[config.mk]
export PLATFORM = sky130hd
export DESIGN_NAME = ram_stream_ctrl
export DESIGN_NICKNAME = d
export VERILOG_FILES = /design/src/rtl/ram_stream_pkg.sv /design/src/rtl/ram_port_arbiter.sv /design/src/rtl/ram_stream_ctrl.sv
export SDC_FILE = /design/constraint.sdc
export NUM_CORES = 1
export LEC_CHECK = 0
export BUFFER_PORTS_ARGS = -buffer_cell sky130_fd_sc_hd__buf_2
export CAP_MARGIN = 20
export CORE_MARGIN = 3
export CORE_UTILIZATION = 45
export DETAILED_ROUTE_END_ITERATION = 8
export PLACE_DENSITY = 0.74
export SLEW_MARGIN = 20
export SYNTH_ARGS = -nofsm -noshare
export SYNTH_HDL_FRONTEND = slang
export SYNTH_SLANG_ARGS = --single-unit
[constraint.sdc]
create_clock -name clk -period 4 [get_ports clk]
set_clock_uncertainty 0.1 [all_clocks]
set_input_delay 0.8 -clock clk [delete_from_list [all_inputs] [get_ports clk]]
set_output_delay 0.8 -clock clk [all_outputs]
set_load 0.02 [all_outputs]
[src/rtl/ram_stream_pkg.sv]
// Shared constants for the stream-to-RAM controller: default widths,
// arbiter priority encodings and RAM read/write strobe encodings.
package ram_stream_pkg;

    // Default data and address widths; data width must match the RAM.
    localparam int DEF_DW = 8;
    localparam int DEF_AW = 4;

    // Arbiter priority: which side wins the next contended cycle.
    localparam logic PRI_RD = 1'b0;
    localparam logic PRI_WR = 1'b1;

    // RAM rw strobe encodings.
    localparam logic RW_WRITE = 1'b1;
    localparam logic RW_READ  = 1'b0;

    // Pointer increment with natural wrap modulo the RAM depth.
    function automatic logic [DEF_AW-1:0] ptr_inc(input logic [DEF_AW-1:0] p);
        return p + 1'b1;
    endfunction

endpackage

[src/rtl/ram_port_arbiter.sv]
// Grants the single RAM port to either the upstream write or the
// downstream refill read each cycle. Contended cycles alternate winners
// so neither side can starve the other.
module ram_port_arbiter
    import ram_stream_pkg::*;
(
    input  logic clk,
    input  logic rst,
    input  logic rd_want,
    input  logic in_valid,
    input  logic wr_ok,
    output logic in_ready,
    output logic wr_go,
    output logic rd_go
);

    logic pri;
    logic contend;

    // Grant terms; in_ready deliberately does not look at in_valid so the
    // upstream handshake has no combinational loop through this block.
    always_comb begin
        in_ready = wr_ok && !(rd_want && (pri == PRI_RD));
        wr_go    = in_valid && in_ready;
        rd_go    = rd_want && !wr_go;
        contend  = rd_want && in_valid && wr_ok;
    end

    // Flip priority only when both sides actually competed, so the loser
    // of this cycle wins the next contended one.
    always_ff @(posedge clk) begin
        if (rst) begin
            pri <= PRI_RD;
        end else if (contend) begin
            pri <= ~pri;
        end
    end

endmodule

[src/rtl/ram_stream_ctrl.sv]
// Stream-to-RAM controller: stores an incoming valid/ready stream in a
// single-port RAM used as a circular FIFO and replays it in order through
// a registered output holding stage. One RAM access per cycle.
module ram_stream_ctrl
    import ram_stream_pkg::*;
#(
    parameter int DW = DEF_DW,
    parameter int AW = DEF_AW
) (
    input  logic          clk,
    input  logic          rst,
    input  logic          in_valid,
    output logic          in_ready,
    input  logic [DW-1:0] in_data,
    output logic          out_valid,
    input  logic          out_ready,
    output logic [DW-1:0] out_data,
    output logic          ram_rw,
    output logic [AW-1:0] ram_addr,
    output logic [DW-1:0] ram_wdata,
    input  logic [DW-1:0] ram_rdata,
    output logic [AW:0]   level,
    output logic          full
);

    localparam int DEPTH = 1 << AW;
    localparam logic [AW:0] DEPTH_C = (AW + 1)'(DEPTH);

    logic [AW-1:0] wr_ptr;
    logic [AW-1:0] rd_ptr;
    logic [AW:0]   ram_count;
    logic [DW-1:0] ob;
    logic          ob_v;

    logic rd_want;
    logic wr_ok;
    logic wr_go;
    logic rd_go;

    // Request terms: refill the holding register whenever it is empty or
    // is being drained this cycle and the RAM has something to give.
    always_comb begin
        rd_want = (ram_count != '0) && (!ob_v || out_ready);
        wr_ok   = !full;
    end

    ram_port_arbiter u_arb (
        .clk      (clk),
        .rst      (rst),
        .rd_want  (rd_want),
        .in_valid (in_valid),
        .wr_ok    (wr_ok),
        .in_ready (in_ready),
        .wr_go    (wr_go),
        .rd_go    (rd_go)
    );

    // RAM port steering: write address only on a granted write, otherwise
    // the port idles in read mode pointed at the FIFO head.
    always_comb begin
        ram_rw    = wr_go ? RW_WRITE : RW_READ;
        ram_addr  = wr_go ? wr_ptr : rd_ptr;
        ram_wdata = in_data;
    end

    // Status outputs; level counts the holding register as a stored word.
    always_comb begin
        full      = (ram_count == DEPTH_C);
        level     = ram_count + {{AW{1'b0}}, ob_v};
        out_valid = ob_v;
        out_data  = ob;
    end

    // Pointers and occupancy; write and read grants are mutually
    // exclusive so the count never moves both ways in one cycle.
    always_ff @(posedge clk) begin
        if (rst) begin
            wr_ptr    <= '0;
            rd_ptr    <= '0;
            ram_count <= '0;
        end else begin
            if (wr_go) begin
                wr_ptr    <= wr_ptr + 1'b1;
                ram_count <= ram_count + 1'b1;
            end else if (rd_go) begin
                rd_ptr    <= rd_ptr + 1'b1;
                ram_count <= ram_count - 1'b1;
            end
        end
    end

    // Output holding register: a read refills it (even while the current
    // word is being consumed, giving back-to-back output); a handshake
    // without a refill just empties it and leaves the data stale.
    always_ff @(posedge clk) begin
        if (rst) begin
            ob   <= '0;
            ob_v <= 1'b0;
        end else if (rd_go) begin
            ob   <= ram_rdata;
            ob_v <= 1'b1;
        end else if (ob_v && out_ready) begin
            ob_v <= 1'b0;
        end
    end

endmodule
==> out/metrics.cfg <==
[status]
status=finished, final reports clean

[route]
wl_per_cell_um=12.5
finalWirelength_mm=2.31
drtIter0Drc=12
drc=0
via_per_inst=5.09
ant_nets=0
via_count=936
firstDrtPassIters=5

[logic_synthesis]
ys.warnings.count=0
async_reset_ff_frac=0
synthDistinctLibCells=33
syn-num-nets=157
ys_seq_area_frac=0.360
synthesis.area_um2=1280
synthFlopType=dfxtp_1
synthCells=129
synth-seq-cells=23
synth_edf_count=0
avgSynthCellArea_um2=9.91

[setup_path]
crit_path_end=ram_addr[1]
path_depth=7
cp.arrival_ns=2.20
worst-path-buf-inv=2
crit_type=reg -> out
critical-path-top-delay-family=simple AND/OR/NAND/NOR gates
crit_slowest_cell=nor4_4
setup.worst_path.end_class=output port
crit_required_ns=3.10
rrSetupSlack_ns=0.98
worstReg2RegStart=ram_count[0]$_SDFFE_PP0P_
worstPathCellList=nor4_4 > or3_4 > and2_4 > nand2_4 > inv_8 > mux2_2 > buf_2
reg2regPathDepth=9
crit_start=ram_count[0]$_SDFFE_PP0P_
r2r-end=ram_count[4]$_SDFFE_PP0P_
slowest_delay_ns=0.44
crit_fanout=8
worstSetupStartpointType=flop

[timing]
timing.fmax_mhz=322
fin_crit_sh=0.776
min_period_ns=3.10
slew_headroom=0.679
rsz0062_at_grt=no
tightestPinTransition_ns=0.468
holdWs_ns=0.411
setup_tns_ns=0
setup_viol_count_final=0
setup_slack_ns=0.896
finalHoldViolCount=0
maxSlewViolCount=0

[power_and_ir_drop]
power_frac_clock=0.088
p_comb_frac=0.603
seq_power_share=0.309
total_leakage_power_nw=0.709
power_switching_share=0.450
p_int_mw=0.682
p_sw_mw=0.558
powerDensity_nw_per_um2=869
finalPower_mw=1.24
peakVddDrop_uv=533

[floorplan]
die_h_um=59.3
core_area_um2=2590
num_io_pins=49
start_util=0.494
num_rows=18
die_w_um=59.3
die_area_um2=3520

[finish]
multi_input_area_um2=716
fin_nets=183
diodes=0
synthToLayoutAreaGrowth_pct=11.6
fin_cells=184
drive_gt1_frac=0.331
nFillCells=249
regArea_um2=460

[global_routing]
grt_pass1_wl_mm=3.66
grtUsageTotal=0.133
antenna_found_initial=0
grt_max_degree=25
grt-ovfl-total=0
first_global_vias=860

[cts]
cts_resized=0
clk_latency_ns=0.31
cts_tree=done
cts.clk_slew.worst_paths_ns=0.13
post-cts-setup-buffer-count=0
htreeDepth=1
cts_sinks=23
hold_buffers=0
cts_buffers=3
clock_path_buffers=2
clockRootBuffer=clkbuf_4

[flow_run]
drv_cap=0

[placed_design]
placed_cells_incl_taps=180
hpwlAfterDp_mm=1.78
numPortBuffers=32
place_congestion=0.757
pre_cts_slack_ns=0.686

[min_path]
hp-class=reg -> reg

area by class of cell:
cell class | instances | area share
Multi-Input combinational cell | 91 | 0.501
Inverter | 3 | 0.0131
Clock inverter | 1 | 0.00351
Tap cell | 30 | 0.0263
Sequential cell | 23 | 0.323
Timing Repair Buffer | 33 | 0.117
Clock buffer | 3 | 0.0158
worst min-delay path: stages, from the launching register on:
cell and delay, ns:
dfxtp_1 0.35, mux2i_1 0.06, nor2_1 0.07
stage by stage:
stage / util / cell area, um^2
6_report: 0.551 / 1430
5_1_grt: 0.551 / 1430
4_1_cts: 0.551 / 1430
3_5_place_dp: 0.541 / 1400
3_3_place_gp: 0.541 / 1400
2_1_floorplan: - / 1280
synthesized netlist by cell type (2+ instances only):
cell	count	area (um^2)
xor2_1	6	52.6
inv_1	2	7.51
nand3_1	3	15.0
dfxtp_1	23	460
nor2_1	25	93.8
nand2_1	4	15.0
buf_4	8	60.1
clkbuf_1	2	7.51
mux2_2	4	45.0
ha_1	7	87.6
a21oi_1	4	20.0
xnor2_1	7	61.3
mux2i_1	13	130
nand4_1	2	12.5
cells by family after synthesis:
kind of cell,after synthesis,synth area share
buffers and inverters,15,0.0802
AOI/OAI and AO/OA,8,0.0440
and+or+nand+nor,43,0.176
xor gates and xnor gates,13,0.0890
muxes,19,0.166
adders and majority gates,8,0.0841
DFF,23,0.360
power by group through the flow:
stage                     logic (mW)  clock network [mW]  registers, mW
after floorplan                0.605                   0          0.404
after global placement         0.733                   0          0.384
after detailed placement       0.758                   0          0.390
after CTS                      0.760               0.113          0.385
after global routing           0.824               0.119          0.395
final                          0.748               0.109          0.384
worst min-delay path by stage:
| stage | start | cells past startpoint | slack, ns | end |
|---|---|---|---|---|
| after floorplan | wr_ptr[3]$_SDFFE_PP0P_ | 2 | 0.37 | wr_ptr[3]$_SDFFE_PP0P_ |
| after global placement | out_data[7]$_SDFFE_PP0P_ | 2 | 0.37 | out_data[7]$_SDFFE_PP0P_ |
| after detailed placement | out_data[6]$_SDFFE_PP0P_ | 2 | 0.39 | out_data[6]$_SDFFE_PP0P_ |
| after CTS | out_data[1]$_SDFFE_PP0P_ | 2 | 0.42 | out_data[1]$_SDFFE_PP0P_ |
| after global routing | out_data[0]$_SDFFE_PP0P_ | 2 | 0.44 | out_data[0]$_SDFFE_PP0P_ |
| final | out_data[6]$_SDFFE_PP0P_ | 2 | 0.41 | out_data[6]$_SDFFE_PP0P_ |
layout by cell type, fill, tap and decap left out, types with 2 or more instances in the layout:
master,count
nand3_1,3
ha_1,7
clkbuf_4,3
dfxtp_1,23
inv_1,2
xor2_1,6
buf_2,32
nand2_1,4
mux2i_1,13
mux2_2,4
nand4_1,2
a21oi_1,4
nor2_1,25
xnor2_1,7
flip-flops by register name, indices dropped and copies added (netlist names):
| name | count |
|---|---|
| ram_count | 5 |
| rd_ptr | 4 |
| wr_ptr | 4 |
| out_valid | 1 |
| u_arb.pri | 1 |
| out_data | 8 |
metal layers:
metal,global-route usage,vias up,wire length [um]
met5,0,-,0
met4,0.0421,0,15
met3,0.0283,2,166
met2,0.232,30,1120
met1,0.160,430,1010
li1,-,474,-
Note: power is estimated with default switching activity, not from simulation.
